===== src/rtl/alu_share_arbiter.sv =====
// alu_share_arbiter: round-robin share of one combinational ALU between
// two valid/ready requesters, with a registered response slot per requester.
//
// Ports:
//   clk, rst_n                 clock (rising), async active-low reset
//   Req{0,1}Valid/Ready        request handshake
//   Req{0,1}SrcA/SrcB/Ctrl     request operands and ALU op
//   Resp{0,1}Valid/Ready       response handshake
//   Resp{0,1}Result/Flags      captured ALUResult and {Zero,N,C,V}
//   AluSrcA/SrcB/Control       drive to the shared ALU
//   AluResult, AluZero/N/C/V   combinational ALU return
//   LastGrant                  most recently granted requester
module alu_share_arbiter #(
    parameter int DATA_WIDTH     = 32,
    parameter int ALU_CTRL_WIDTH = 4
) (
    input  logic                      clk,
    input  logic                      rst_n,

    input  logic                      Req0Valid,
    output logic                      Req0Ready,
    input  logic [DATA_WIDTH-1:0]     Req0SrcA,
    input  logic [DATA_WIDTH-1:0]     Req0SrcB,
    input  logic [ALU_CTRL_WIDTH-1:0] Req0Ctrl,

    input  logic                      Req1Valid,
    output logic                      Req1Ready,
    input  logic [DATA_WIDTH-1:0]     Req1SrcA,
    input  logic [DATA_WIDTH-1:0]     Req1SrcB,
    input  logic [ALU_CTRL_WIDTH-1:0] Req1Ctrl,

    output logic                      Resp0Valid,
    input  logic                      Resp0Ready,
    output logic [DATA_WIDTH-1:0]     Resp0Result,
    output logic [3:0]                Resp0Flags,

    output logic                      Resp1Valid,
    input  logic                      Resp1Ready,
    output logic [DATA_WIDTH-1:0]     Resp1Result,
    output logic [3:0]                Resp1Flags,

    output logic [DATA_WIDTH-1:0]     AluSrcA,
    output logic [DATA_WIDTH-1:0]     AluSrcB,
    output logic [ALU_CTRL_WIDTH-1:0] AluControl,
    input  logic [DATA_WIDTH-1:0]     AluResult,
    input  logic                      AluZero,
    input  logic                      AluN,
    input  logic                      AluC,
    input  logic                      AluV,

    output logic                      LastGrant
);

    logic       elig0;
    logic       elig1;
    logic       grant0;
    logic       grant1;
    logic       last_grant;
    logic [3:0] alu_flags;

    // A full slot only blocks its own requester, and only
    // when it is not being drained this cycle.
    assign elig0 = Req0Valid && (!Resp0Valid || Resp0Ready);
    assign elig1 = Req1Valid && (!Resp1Valid || Resp1Ready);

    assign alu_flags = {AluZero, AluN, AluC, AluV};
    assign LastGrant = last_grant;
    assign Req0Ready = grant0;
    assign Req1Ready = grant1;

    // No grants while reset is held, so nothing is accepted.
    always_comb begin
        grant0 = 1'b0;
        grant1 = 1'b0;
        if (rst_n) begin
            unique case ({elig0, elig1})
                2'b11: begin
                    grant0 = last_grant;
                    grant1 = !last_grant;
                end
                2'b10:   grant0 = 1'b1;
                2'b01:   grant1 = 1'b1;
                default: ;
            endcase
        end
    end

    // Idle ALU sees add 0+0.
    always_comb begin
        AluSrcA    = '0;
        AluSrcB    = '0;
        AluControl = '0;
        if (grant0) begin
            AluSrcA    = Req0SrcA;
            AluSrcB    = Req0SrcB;
            AluControl = Req0Ctrl;
        end else if (grant1) begin
            AluSrcA    = Req1SrcA;
            AluSrcB    = Req1SrcB;
            AluControl = Req1Ctrl;
        end
    end

    always_ff @(posedge clk or negedge rst_n) begin
        if (!rst_n) begin
            last_grant <= 1'b1;
        end else if (grant0) begin
            last_grant <= 1'b0;
        end else if (grant1) begin
            last_grant <= 1'b1;
        end
    end

    // A grant wins over a drain, so drain+refill keeps Valid high.
    always_ff @(posedge clk or negedge rst_n) begin
        if (!rst_n) begin
            Resp0Valid  <= 1'b0;
            Resp0Result <= '0;
            Resp0Flags  <= '0;
        end else if (grant0) begin
            Resp0Valid  <= 1'b1;
            Resp0Result <= AluResult;
            Resp0Flags  <= alu_flags;
        end else if (Resp0Ready) begin
            Resp0Valid  <= 1'b0;
        end
    end

    always_ff @(posedge clk or negedge rst_n) begin
        if (!rst_n) begin
            Resp1Valid  <= 1'b0;
            Resp1Result <= '0;
            Resp1Flags  <= '0;
        end else if (grant1) begin
            Resp1Valid  <= 1'b1;
            Resp1Result <= AluResult;
            Resp1Flags  <= alu_flags;
        end else if (Resp1Ready) begin
            Resp1Valid  <= 1'b0;
        end
    end

endmodule


===== config.mk =====
export PLATFORM = sky130hd
export DESIGN_NAME = alu_share_arbiter
export DESIGN_NICKNAME = d
export VERILOG_FILES = /design/src/rtl/alu_share_arbiter.sv
export SDC_FILE = /design/constraint.sdc
export NUM_CORES = 1
export LEC_CHECK = 0
export ABC_AREA = 0
export CORE_AREA = 4 4 122 124
export DETAILED_ROUTE_END_ITERATION = 7
export DIE_AREA = 0 0 126 128
export GPL_TIMING_DRIVEN = 0
export PLACE_DENSITY_LB_ADDON = 0.12
export REMOVE_ABC_BUFFERS = 1
export SYNTH_ARGS = -nofsm -noshare
export SYNTH_HDL_FRONTEND = slang
export SYNTH_SLANG_ARGS = --single-unit

===== constraint.sdc =====
create_clock -name clk -period 2.3 [get_ports clk]
set_clock_uncertainty 0.15 [all_clocks]
set_input_delay 0.345 -clock clk [delete_from_list [all_inputs] [get_ports clk]]
set_output_delay 0.345 -clock clk [all_outputs]
set_load 0.02 [all_outputs]

# [Word-level counts from Yosys, hierarchy flattened]
# Index checks and enable logic that the tools add are counted.
[op_classes] mux=16 n_eq_ne=3 reduce_logical=10
[ops] op="$mux 32" n=4
[ops] op="$mux 1" n=8
[ops] op="$mux 4" n=2
[ops] op="$reduce_bool 2->1" n=3
[ops] op="$eq 2x2->1 const B" n=2
[ops] op="$pmux 1 s2" n=2
[ops] op="$logic_not 1->1" n=3
[ops] op="$eq 2x1->1 const B" n=1
[ops] op="$logic_and 1x1->1" n=2
[ops] op="$logic_or 1x1->1" n=2
[totals] out_inout_bits=145 reg_bits=75

# [Longest topological paths before layout]
# Gate-level depths: netlist of the first run.
[logic_depth] word_depth=8 depth_mapped=5

# [Least setup slack after synthesis of the first run]
# No wires, ideal clock.
[synth_path] kind="register to output" start="register last_grant (netlist: LastGrant)" end="output AluSrcA[11]" stages_incl_launch_ff=6 arrival_time_ns=1.671 path_slack_ns=0.134 path_cell_list="dfstp_2 nor2b_1 a211o_1 buf_2 buf_6 o22ai_1"
[synth_between] elab_chain_len=5 elab_cells_between_ends=7 cone_classes="mux (6); reduce/logical (1)"
[synth_lines] element="start: declaration" line="58" text="logic last_grant;"
[synth_lines] element="start signal: assignment" line="106" text="last_grant <= 1'b1;"
[synth_lines] element="start signal: assignment" line="108" text="last_grant <= 1'b0;"
[synth_lines] element="start signal: assignment" line="110" text="last_grant <= 1'b1;"
[synth_lines] element="$logic_not 1->1" line="79" text="grant1 = !last_grant;"
[synth_lines] element="$pmux 1 s2" line="76" text="unique case ({elig0, elig1})"
[synth_lines] element="$mux 1" line="75" text="if (rst_n) begin"
[synth_lines] element="$mux 32" line="97" text="end else if (grant1) begin"
[synth_lines] element="$mux 32 (*)" line="93" text="if (grant0) begin"
[synth_lines] element="end: declaration" line="42" text="output logic [DATA_WIDTH-1:0] AluSrcA,"
# Mark *: on every way between the ends. The rest lies on a longest branch, timed or not.

# [Worst setup path after layout of the first run]
[layout_path] start="register last_grant (netlist: LastGrant)" end="output AluControl[1]"
[layout_between] elab_chain_len=5 elab_cells_between_ends=7 cone_classes="mux (6); reduce/logical (1)"
[layout_lines] element="$logic_not 1->1" line="79"
[layout_lines] element="$pmux 1 s2" line="76"
[layout_lines] element="$mux 1" line="75"
[layout_lines] element="$mux 4" line="97"
[layout_lines] element="$mux 4 (*)" line="93"
[layout_lines] element="end: declaration" line="44" text="output logic [ALU_CTRL_WIDTH-1:0] AluControl,"
# Marks and branches as above.

==> impl_metrics.ini, run 1 <==
[pwr]
total_power_mw = 6.53
vdd_ir_drop_max_uv = 662
seqPwrFrac_pct = 28.9
p_sw_mw = 2.19
pwr-share-comb_pct = 49.6
p_int_mw = 4.34
power_density_nw_per_um2 = 753
leakagePower_nw = 3.63
clkPwrFrac_pct = 21.6
switching_share_pct = 33.5

[floorplan]
start_util_pct = 29.0
die_width_um = 126
coreArea_um2 = 13800
die_y_um = 128
dieArea_um2 = 16100
pin_count = 323
rows = 43

[worst_setup_path]
path_class = reg -> out
r2r_cells = 7
startpoint = LastGrant$_DFFE_PN1P_
slowest_delay_ps = 540
cp_data_arrival_time_ps = 2010
start_kind = register
cp_common_cell = buf_4
rr_endpoint = Resp0Result[15]$_DFFE_PN0P_
path_cells = buf_4, nor2b_4, a211o_4, buf_16, o22ai_1, buf_4
crit_slowest_cell = dfstp_2
r2r_setup_slack_ps = 100
cp_max_fo = 28
critPathRequiredTime_ps = 1800
critical_path.endpoint = AluControl[1]
cp-end-kind = primary output
regToRegStartpoint = Resp0Valid$_DFFE_PN0P_

[global_route]
overflow = 0
gr-usage-met2_pct = 36.1
antenna_found_initial = 3
grt_pass1_wl_mm = 26.3
grt_pass1_vias = 4579
grt.busiest_layer = met2
globalRouteMet1Util_pct = 23.2
globalRouteMet3Util_pct = 7.17
grtUsageTotal_pct = 20.8
grt_max_degree = 71

[timing]
maxSlewViolCount = 0
finalHoldViolCount = 0
finalCriticalPeriod_ps = 2500
slew_headroom_pct = 54.6
rsz0062_at_grt = yes
layout_setup_ws_ps = -201
period_share_pct = 109
fmax_ghz = 0.400
max_slew.worst_pin.slew_ps = 679
setup_violations = 68

[synthesis]
yosysTopAreaCellShare_pct = 46.4
seq_area_frac_synth_pct = 47.1
synth_largest_area_cell = dfrtp_1
ys_seq_elements = 75
syn_inst = 405
synth_ff_type = dfrtp_1
synth_area_leaders = dfrtp_1 46%, mux2_2 15%, nand2_1 13%
async_flop_share_pct = 100
netlist_area_um2 = 3990
ys_warn_count = 0
synth_edf_count = 0
synth_cell_types = 25
postSynthAreaPerCell_um2 = 9.85

[cts]
cts_tree = built
cts.reportedPaths.clkPinSlew_ps = 50
cts_made_buffers = 9
cts.sink_count = 75
htreeDepth = 3
clock_latency_ps = 330
cts_root_buffer = clkbuf_16
clock_path_buffers = 2

[detailed_routing]
via_count = 4555
ant_nets = 0
drt-total-wl_mm = 19.0
drcViolationCount = 0
wl_per_cell_um = 20.4
firstDrtPassIters = 4
viasPerCell = 4.89
drt-initial-drc-count = 207

[layout]
final_core_util_pct = 62.9
num-nets-final = 920
layout.cells.non_filler = 931
fillCellCount = 1094
area_delta_synth_final_pct = 117
drive_gt1_share_pct = 34.0

[placed_design]
port_buffers = 322
routabilityCongestion = 1.02
hpwl_mm = 13.0
place_inst = 881

[outcome]
violations = setup timing
status = complete, but fails checks

[job]
cap_violations = 0

[worst_hold_path]
hold_path.class = in -> reg
[routing by layer]
layer,vias up,share of wire (%)
met2,208,52
met3,35,9.2
met1,2216,36
met4,0,2.9
met5,-,0
li1,2096,-
[per-stage QoR]
stage / area [µm²] / hold slack [ps] / TNS, ps / setup WS, ps
global route: 8660 / 206 / -13390 / -247
global placement: 7230 / 317 / -1365110 / -8860
detailed placement: 7410 / 134 / -95600 / -1310
floorplan: 3780 / -101 / -171840 / -1910
finish: 8670 / 190 / -9290 / -201
CTS: 7750 / 200 / -8920 / -184
[sequential cells by signal, summed over array words and instances, names as in the netlist]
| signal | flops |
|---|---|
| Resp1Valid | 1 |
| Resp0Valid | 1 |
| LastGrant | 1 |
| Resp1Result | 32 |
| Resp0Result | 32 |
| Resp0Flags | 4 |
| Resp1Flags | 4 |
[cell families (layout without fill, tap and decap cells)]
logic type	count (synthesis)	count (layout)	synth area share, %
and+or+nand+nor	146	146	14.4
buffers and inverters	38	380	5.30
other	0	4	0
AOI/OAI and AO/OA	74	74	12.0
muxes	72	72	21.3
DFF	75	75	47.1
[power by group through the flow]
stage,combinational [mW],clock (mW),sequential (mW)
CTS,2.90,1.46,1.89
floorplan,0.775,0,2.36
global route,3.40,1.50,1.94
global placement,2.81,0,1.89
detailed placement,2.84,0,1.91
finish,3.24,1.41,1.89
[worst max-delay path, delay by kind of cell, from the launching register on]
family / cells / cell delay (ps)
buffers and inverters: 3 / 510
AO/OA/AOI/OAI: 2 / 570
flip-flops: 1 / 540
AND/OR/NAND/NOR: 1 / 50
[worst min-delay path by stage]
stage	start	to	slack (ps)	cells after the start
5_1_grt	Req1Valid	LastGrant$_DFFE_PN1P_	210	3
3_3_place_gp	Resp0Flags[2]$_DFFE_PN0P_	Resp0Flags[2]$_DFFE_PN0P_	320	1
6_report	Req1Valid	LastGrant$_DFFE_PN1P_	190	3
2_1_floorplan	rst_n	Resp0Flags[0]$_DFFE_PN0P_	-100	0
3_5_place_dp	rst_n	Resp0Result[21]$_DFFE_PN0P_	130	1
4_1_cts	rst_n	Resp0Result[12]$_DFFE_PN0P_	200	2
[area by class of cell]
cell class	instances	area, µm²	share of cell area, %
clock buffers	12	256	2.96
inverters	1	3.75	0.0433
repair buffers	363	3890	44.9
well taps	180	225	2.60
diodes	4	10.0	0.115
flip-flops and latches	75	1880	21.7
multi-input cells	292	2350	27.1
clock inverters	4	48.8	0.563
[placed cells by master (no fill, tap or decap), drive strengths merged, types with 2 or more instances in the layout]
cell,n
or2,2
bufbuf,2
nor2b,3
nand2,139
clkinv,3
dlymetal6s2s,4
buf,104
dfrtp,74
o22ai,68
clkdlybuf4s50,247
mux2,72
diode,4
clkbuf,16
[timing repair]
action / in CTS / in global routing
endpoints found under the hold margin: 15 / 0
resized for setup: 343 / 155
hold buffers: 1 / 0
setup buffers: 9 / 13
endpoints found under the setup margin: 131 / 70
cloned: 3 / 4
pin swaps: 4 / 10
[Yosys cell counts, types with 2 or more instances]
library cell,number
buf_6,3
buf_4,3
clkbuf_1,23
mux2_1,8
buf_2,6
mux2_4,10
mux2_2,54
o22ai_1,68
nor2b_1,2
or2_2,2
dfrtp_1,74
nand2_1,139
No activity file was read; power rests on OpenSTA's default activity.
==> run 2: changes to the inputs <==
Settings changed: GPL_TIMING_DRIVEN 0 to not set.
==> impl_metrics.ini, run 2 (same netlist as run 1, synthesis figures left out) <==
[timing]
setup_tns_ps = -5860
slew_headroom_pct = 60.3
whs_ps = 16.7
period_share_pct = 106
setup_violations = 68
finalCriticalPeriod_ps = 2440
finalHoldViolCount = 0
layout_setup_ws_ps = -137
fmax_ghz = 0.410
maxSlewViolCount = 0
rsz0062_at_grt = yes
max_slew.worst_pin.slew_ps = 596

[layout]
drive_gt1_share_pct = 31.9
num-nets-final = 930
multi_input_area_um2 = 2280
layout.cells.most_common = clkdlybuf4s50_1
final_core_util_pct = 62.2
layout.cells.non_filler = 938
seq_area_um2 = 1880
final_cell_mix = 249 x clkdlybuf4s50_1, 139 x nand2_1, 74 x dfrtp_1, 54 x mux2_2, 45 x buf_4
fillCellCount = 1107
reg_top3 = Resp0Result x32, Resp1Result x32
postLayoutCellArea_um2 = 8570
area_delta_synth_final_pct = 115

[cts]
cts_root_buffer = clkbuf_16
cts_made_buffers = 9
clock_path_buffers = 2
htreeDepth = 3
cts.sink_count = 75
clock_latency_ps = 320
cts.reportedPaths.clkPinSlew_ps = 50
cts_tree = built

[floorplan]
rows = 43
coreArea_um2 = 13800
pin_count = 323
die_y_um = 128
dieArea_um2 = 16100
die_width_um = 126
start_util_pct = 29.0

[worst_setup_path]
critPathRequiredTime_ps = 1800
path_class = reg -> out
startpoint = LastGrant$_DFFE_PN1P_
cp_data_arrival_time_ps = 1940
r2r_cells = 7
cp-end-kind = primary output
cp_max_fo = 12
start_kind = register
regToRegStartpoint = LastGrant$_DFFE_PN1P_

[job]
cap_violations = 0

[worst_hold_path]
hold_path.class = in -> async

[global_route]
grt_pass1_vias = 4647
antenna_found_initial = 2
grtUsageTotal_pct = 22.0
grt_max_degree = 49
grt_pass1_wl_mm = 27.7
overflow = 0

[detailed_routing]
firstDrtPassIters = 6
drt-initial-drc-count = 274
viasPerCell = 5.05
drt-total-wl_mm = 20.5
ant_nets = 0
via_count = 4735
wl_per_cell_um = 21.8
drcViolationCount = 0

[placed_design]
dp_slack_ps = -522
hpwl_mm = 13.7
placed_area_um2 = 7490
routabilityCongestion = 0.965
place_inst = 892
port_buffers = 322

[pwr]
p_sw_mw = 2.19
total_power_mw = 6.54
power_density_nw_per_um2 = 763
leakagePower_nw = 3.60
switching_share_pct = 33.5
p_int_mw = 4.35
vdd_ir_drop_max_uv = 619
clkPwrFrac_pct = 20.9
seqPwrFrac_pct = 29.0
pwr-share-comb_pct = 50.2

[outcome]
status = complete, but fails checks
violations = setup timing
## run 2: per-layer routing
layer / track usage, % / vias to the layer above / part of all wire [%]
met1: 25.7 / 2264 / 36
met2: 38.2 / 292 / 51
met5: 0 / - / 0
met3: 6.79 / 57 / 9.3
met4: 7.82 / 0 / 4.4
li1: - / 2122 / -
## run 2: worst paths after layout
check	endpoint	slack [ps]
min in group clk	LastGrant$_DFFE_PN1P_	180
worst max register to register	Resp0Result[6]$_DFFE_PN0P_	60
worst max-delay path	AluSrcB[13]	-140
max in group asynchronous	Resp1Result[10]$_DFFE_PN0P_	1280
worst min-delay path	Resp1Valid$_DFFE_PN0P_	20
worst min register to register	Resp0Result[0]$_DFFE_PN0P_	330
## run 2: final cells by class
cell class / count / share of cell area, %
Timing Repair Buffer: 373 / 45.3
Multi-Input combinational cell: 292 / 26.6
Sequential cell: 75 / 21.9
Clock buffer: 13 / 3.04
Tap cell: 180 / 2.63
Clock inverter: 2 / 0.409
Antenna cell: 2 / 0.0584
Inverter: 1 / 0.0438
## run 2: power by group through the flow
stage	Sequential (mW)	Combinational [mW]	Clock, mW
2_1_floorplan	2.36	0.775	0
3_3_place_gp	1.89	2.84	0
3_5_place_dp	1.91	2.86	0
4_1_cts	1.90	3.10	1.41
5_1_grt	1.95	3.43	1.47
6_report	1.89	3.28	1.37
## run 2: critical path, stage by stage (launching register included)
cell,delay [ps]
dfstp_2,560
nor2b_4,50
a211o_4,350
buf_12,150
buf_16,160
o22ai_1,160
buf_4,180
## run 2: what timing repair did
item | in CTS | in global routing
hold buffers | 1 | 0
pin swaps | 2 | 3
gates cloned | 5 | 7
endpoints found under the hold margin | 1 | 0
setup endpoints to repair | 70 | 69
resized for setup | 388 | 51
setup buffers | 9 | 8
